==> config.mk <==
export PLATFORM = sky130hd
export DESIGN_NAME = hazard_ctrl
export DESIGN_NICKNAME = d
export VERILOG_FILES = /design/src/rtl/cpu_pkg.sv /design/src/rtl/hazard_detect.sv /design/src/rtl/hazard_ctrl.sv
export SDC_FILE = /design/constraint.sdc
export NUM_CORES = 1
export LEC_CHECK = 0
export BUFFER_PORTS_ARGS = -buffer_cell sky130_fd_sc_hd__buf_2
export CAP_MARGIN = 20
export CORE_UTILIZATION = 30
export DETAILED_ROUTE_END_ITERATION = 6
export PLACE_DENSITY_LB_ADDON = 0.25
export SYNTH_ARGS = -nofsm -noshare
export SYNTH_HDL_FRONTEND = slang
export SYNTH_HIERARCHICAL = 1
export SYNTH_SLANG_ARGS = --single-unit
==> constraint.sdc <==
create_clock -name clk_i -period 2.3 [get_ports clk_i]
set_input_delay 0.345 -clock clk_i [delete_from_list [all_inputs] [get_ports clk_i]]
set_output_delay 0.345 -clock clk_i [all_outputs]
set_load 0.05 [all_outputs]
==> src/rtl/cpu_pkg.sv <==
// Shared CPU definitions: opcode constants and the hazard controller state type.
// Used by both the main control decoder and hazard_ctrl.
package cpu_pkg;

    localparam logic [5:0] OP_RTYPE = 6'd0;
    localparam logic [5:0] OP_BGEZ  = 6'd1;
    localparam logic [5:0] OP_J     = 6'd2;
    localparam logic [5:0] OP_BEQ   = 6'd4;
    localparam logic [5:0] OP_BNE   = 6'd5;
    localparam logic [5:0] OP_BGT   = 6'd7;
    localparam logic [5:0] OP_ADDI  = 6'd8;
    localparam logic [5:0] OP_SLTI  = 6'd10;
    localparam logic [5:0] OP_ORI   = 6'd13;
    localparam logic [5:0] OP_LUI   = 6'd15;
    localparam logic [5:0] OP_LW    = 6'd35;
    localparam logic [5:0] OP_SW    = 6'd43;
    localparam logic [5:0] OP_FLUSH = 6'd32;

    typedef enum logic {
        RUN   = 1'b0,
        STALL = 1'b1
    } hazState_t;

endpackage

==> src/rtl/hazard_detect.sv <==
// Combinational load-use detection between the load in ID/EX and the
// instruction waiting in IF/ID.
module hazard_detect
    import cpu_pkg::*;
(
    input  logic [5:0] ifidOp,
    input  logic [4:0] ifidRs,
    input  logic [4:0] ifidRt,
    input  logic       idexMemRead,
    input  logic [4:0] idexRt,
    output logic       loadUse
);

    logic rtIsSrc;

    // Only these opcodes read rt as a source; for I-type ALU ops and loads rt is a destination.
    always_comb begin
        case (ifidOp)
            OP_RTYPE, OP_BEQ, OP_BNE, OP_BGT, OP_SW: rtIsSrc = 1'b1;
            default:                                  rtIsSrc = 1'b0;
        endcase
    end

    assign loadUse = idexMemRead && (idexRt != 5'd0) &&
                     ((idexRt == ifidRs) || (rtIsSrc && (idexRt == ifidRt)));

endmodule

==> src/rtl/hazard_ctrl.sv <==
// Pipeline hazard controller: load-use stalls, taken-branch and jump flushes,
// and selection of the opcode seen by the control decoder.
// Optional performance counters are enabled with `define HAZARD_CTRL_PERF_EN.
module hazard_ctrl
    import cpu_pkg::*;
#(
    parameter int unsigned LOAD_STALL_CYCLES = 1,
    parameter logic [5:0]  BUBBLE_OP         = OP_FLUSH
`ifdef HAZARD_CTRL_PERF_EN
    ,
    parameter int unsigned CNT_W             = 32
`endif
) (
    input  logic       clk_i,
    input  logic       rst_i,
    input  logic [5:0] ifid_op_i,
    input  logic [4:0] ifid_rs_i,
    input  logic [4:0] ifid_rt_i,
    input  logic       idex_memread_i,
    input  logic [4:0] idex_rt_i,
    input  logic       branch_taken_i,
    input  logic       jump_i,
    output logic [5:0] op_o,
    output logic       pc_write_o,
    output logic       ifid_write_o,
    output logic       ifid_flush_o,
    output logic       idex_flush_o,
    output logic       exmem_flush_o,
    output logic       stalling_o
`ifdef HAZARD_CTRL_PERF_EN
    ,
    output logic [CNT_W-1:0] stall_cnt_o,
    output logic [CNT_W-1:0] flush_cnt_o
`endif
);

    localparam int CNT_BITS = 2;

    hazState_t           stateReg, stateNext;
    logic [CNT_BITS-1:0] cntReg, cntNext;
    logic                loadUse;

    hazard_detect uDetect (
        .ifidOp      (ifid_op_i),
        .ifidRs      (ifid_rs_i),
        .ifidRt      (ifid_rt_i),
        .idexMemRead (idex_memread_i),
        .idexRt      (idex_rt_i),
        .loadUse     (loadUse)
    );

    always_comb begin
        op_o          = ifid_op_i;
        pc_write_o    = 1'b1;
        ifid_write_o  = 1'b1;
        ifid_flush_o  = 1'b0;
        idex_flush_o  = 1'b0;
        exmem_flush_o = 1'b0;
        stalling_o    = 1'b0;
        stateNext     = stateReg;
        cntNext       = cntReg;

        if (branch_taken_i) begin
            // A resolved branch squashes everything younger, including a stall in progress.
            op_o          = BUBBLE_OP;
            ifid_flush_o  = 1'b1;
            idex_flush_o  = 1'b1;
            exmem_flush_o = 1'b1;
            stateNext     = RUN;
            cntNext       = '0;
        end else if (stateReg == STALL) begin
            op_o         = BUBBLE_OP;
            pc_write_o   = 1'b0;
            ifid_write_o = 1'b0;
            idex_flush_o = 1'b1;
            stalling_o   = 1'b1;
            cntNext      = cntReg - 1'b1;
            stateNext    = (cntReg == 2'd1) ? RUN : STALL;
        end else if (loadUse) begin
            op_o         = BUBBLE_OP;
            pc_write_o   = 1'b0;
            ifid_write_o = 1'b0;
            idex_flush_o = 1'b1;
            if (LOAD_STALL_CYCLES > 1) begin
                stateNext = STALL;
                cntNext   = CNT_BITS'(LOAD_STALL_CYCLES - 1);
            end
        end else if (jump_i) begin
            // The jump itself still decodes; only the wrongly fetched successor is dropped.
            ifid_flush_o = 1'b1;
        end

        if (rst_i) begin
            op_o          = BUBBLE_OP;
            pc_write_o    = 1'b0;
            ifid_write_o  = 1'b0;
            ifid_flush_o  = 1'b1;
            idex_flush_o  = 1'b1;
            exmem_flush_o = 1'b1;
            stalling_o    = 1'b0;
        end
    end

    always_ff @(posedge clk_i) begin
        if (rst_i) begin
            stateReg <= RUN;
            cntReg   <= '0;
        end else begin
            stateReg <= stateNext;
            cntReg   <= cntNext;
        end
    end

`ifdef HAZARD_CTRL_PERF_EN
    logic [CNT_W-1:0] stallCntReg, flushCntReg;

    // Saturating counters: they stick at all-ones rather than wrapping.
    always_ff @(posedge clk_i) begin
        if (rst_i) begin
            stallCntReg <= '0;
            flushCntReg <= '0;
        end else begin
            if (!pc_write_o && (stallCntReg != '1))
                stallCntReg <= stallCntReg + 1'b1;
            if (branch_taken_i && (flushCntReg != '1))
                flushCntReg <= flushCntReg + 1'b1;
        end
    end

    assign stall_cnt_o = stallCntReg;
    assign flush_cnt_o = flushCntReg;
`endif

endmodule

==> impl_metrics.ini <==
[outcome]
outcome = finished clean

[floorplanning]
fp.dieW_um = 38.4
core_mm2 = 0.00117
row_count = 12
die_y_um = 38.4
dieArea_mm2 = 0.00148
ios = 38
initial_core_util_pct = 34.0

[cells_and_area]
final_layout_size_suffix_gt1_share_pct = 61.4
fin_nets = 116
syn_to_final_growth_pct = 78.0
multiInputGateArea_um2 = 338
seq_area_um2 = 60.1
fill_cells = 97
diodes = 0
fin_util_pct = 60.5

[power]
total_power_uw = 265
p_leak_uw = 0.000324
power_density_mw_per_mm2 = 375
peakVddDrop_uv = 285

[setup_path]
crit_arrival_ns = 1.91
path_max_fanout = 7
required_ns = 1.96
critPathKind = in2out
max_stage_delay_ns = 0.52
crit_slowest_cell = or4_4
crit_chain = buf_8 > or4_4 > o21ai_2 > a21oi_2 > nor4_4 > and2_4 > buf_8
crit_family = simple AND/OR/NAND/NOR gates
r2r_setup_slack_ns = 1.39
cp_common_cell = buf_8
end_kind = output port
cp-start-kind = input pin
path_buf_inv = 2

[placed_design]
gp_congestion = 0.720
dp_slack_ns = 0.0521
portBuffers = 37
hpwl_um = 829

[hold_path]
min_path_type = in2reg

[clocking]
postCtsHoldBufs = 0
clockBufferDepth = 2
numCtsBuffers = 3
numClockSinks = 3
cts_root_buffer = clkbuf_4
htreeDepth = 1
path_clk_slew_ns = 0.04
clk_latency_ns = 0.23
cts_tree = yes

[routing]
wl_per_cell_um = 10.3
ant_nets = 0
finalWirelength_um = 1050
vias_per_cell = 4.68
num_vias = 477
drt-initial-drc-count = 13
dr.pass1.iters = 2
drc = 0

[sta]
rsz0062_at_grt = true
tightest_slew_ns = 0.369
relSlewSlack_pct = 75.2
fin_skew_ns = 0.00419
min_period_ns = 2.25
fin_ws_ns = 0.0478
slew_violations = 0
hold_violations = 0
setup_viol = 0
max_freq_ghz = 0.444
period_share_pct = 97.9

[logic_synthesis]
avgSynthCellArea_um2 = 8.65
synthCells = 46
ys_seq_area_share_pct = 15.1
ys_ff_latch = 3
synth.distinct_cells = 25
yosysWarnings = 6
synth_edf_count = 0
synth_async_sr_flop_share_pct = 0
synth_fp_nets = 73
synth_area_um2 = 398
ys.flop_type = dfxtp_1

[global_routing]
grt_max_degree = 8
grt.overflow.total = 0
grt_util_all_layers_pct = 14.8
grt_pass1_wl_um = 1540
grt_pass1_vias = 402
antenna_found_initial = 0

[job]
cap_violations = 0
[cells in the mapped netlist (2+ instances only)]
library cell  count  area share, %
and2_1            5            7.9
xor2_1            7             15
a21oi_1           2            2.5
xnor2_1           4            8.8
nor2_1            3            2.8
inv_1             3            2.8
dfxtp_1           3             15
nor2b_1           2            3.1
[power breakdown]
| group | leakage, uW | total [uW] | internal [uW] | switching, uW |
|---|---|---|---|---|
| Combinational | 0.000285 | 121 | 53.1 | 68.3 |
| Clock | 0.0000150 | 91.5 | 65.0 | 26.5 |
| Sequential | 0.0000241 | 52.3 | 52.3 | 0 |
[timing repair]
action | CTS | global route
gates resized for setup | 0 | 28
buffers inserted | 0 | 2
setup endpoints to repair | 0 | 5
[state kept, by name, summed over array words and instances (netlist names)]
register	flops
stateReg	1
cntReg	2
[per-layer routing]
layer	part of all wire [%]	GRT usage (%)	wire length, um
met5	0	0	0
met4	0	5.17	0
met3	7.3	3.49	77
met2	53	25.4	555
met1	40	17.8	419
[cell families (layout without fill, tap and decap cells)]
kind of cell | count (synthesis) | count (layout) | share of synthesized area (%)
and+or+nand+nor | 20 | 20 | 36.8
xor gates and xnor gates | 11 | 11 | 24.2
AOI/OAI and AO/OA | 6 | 6 | 13.5
buffers and inverters | 4 | 46 | 4.72
DFF | 3 | 3 | 15.1
adders and majority gates | 1 | 1 | 3.14
muxes | 1 | 1 | 2.52
[cell usage in the layout, fill, tap and decap left out, drive strengths merged]
| cell | synthesis | routed |
|---|---|---|
| a21o | 1 | 1 |
| a21oi | 2 | 2 |
| and2 | 5 | 5 |
| buf | 1 | 39 |
| clkbuf | 0 | 4 |
| dfxtp | 3 | 3 |
| ha | 1 | 1 |
| inv | 3 | 3 |
| mux2i | 1 | 1 |
| nand2b | 1 | 1 |
| nand3 | 1 | 1 |
| nand4 | 1 | 1 |
| nand4b | 1 | 1 |
| nor2 | 3 | 3 |
| nor2b | 2 | 2 |
| nor3 | 1 | 1 |
| nor3b | 1 | 1 |
| nor4 | 2 | 2 |
| o21ai | 1 | 1 |
| o21ba | 1 | 1 |
| o31ai | 1 | 1 |
| or2 | 1 | 1 |
| or4 | 1 | 1 |
| xnor2 | 4 | 4 |
| xor2 | 7 | 7 |
[area by class of cell]
cell class | count | area share [%]
clock buffer | 4 | 3.71
inverter | 3 | 1.59
multi-input combinational | 39 | 47.7
sequential | 3 | 8.48
tap | 14 | 2.47
timing repair buffer | 39 | 36.0
[stage by stage]
step | std cells | instance area, um^2 | setup TNS, ns | hold slack (ns)
global placement | 96 | 593 | 0 | 0.475
CTS | 100 | 619 | 0 | 0.467
detailed placement | 96 | 593 | 0 | 0.485
floorplan | 46 | 398 | 0 | 0.460
global route | 102 | 708 | -0.186 | 0.494
finish | 102 | 708 | 0 | 0.480
[worst register-to-register path, stage by stage, from the launching register on]
cell,delay (ns)
dfxtp_1,0.32
inv_1,0.04
ha_1,0.26
mux2i_1,0.13
nor2_1,0.05
[worst paths after layout]
path / startpoint / end / cells after the start
worst max-delay path: idex_rt_i[3] / op_o[0] / 7
worst min-delay path: rst_i / stateReg / 3
worst max register to register: cntReg[1] / cntReg[1] / 4
worst min register to register: cntReg[1] / cntReg[1] / 2
No activity file was read; power rests on OpenSTA's default activity.
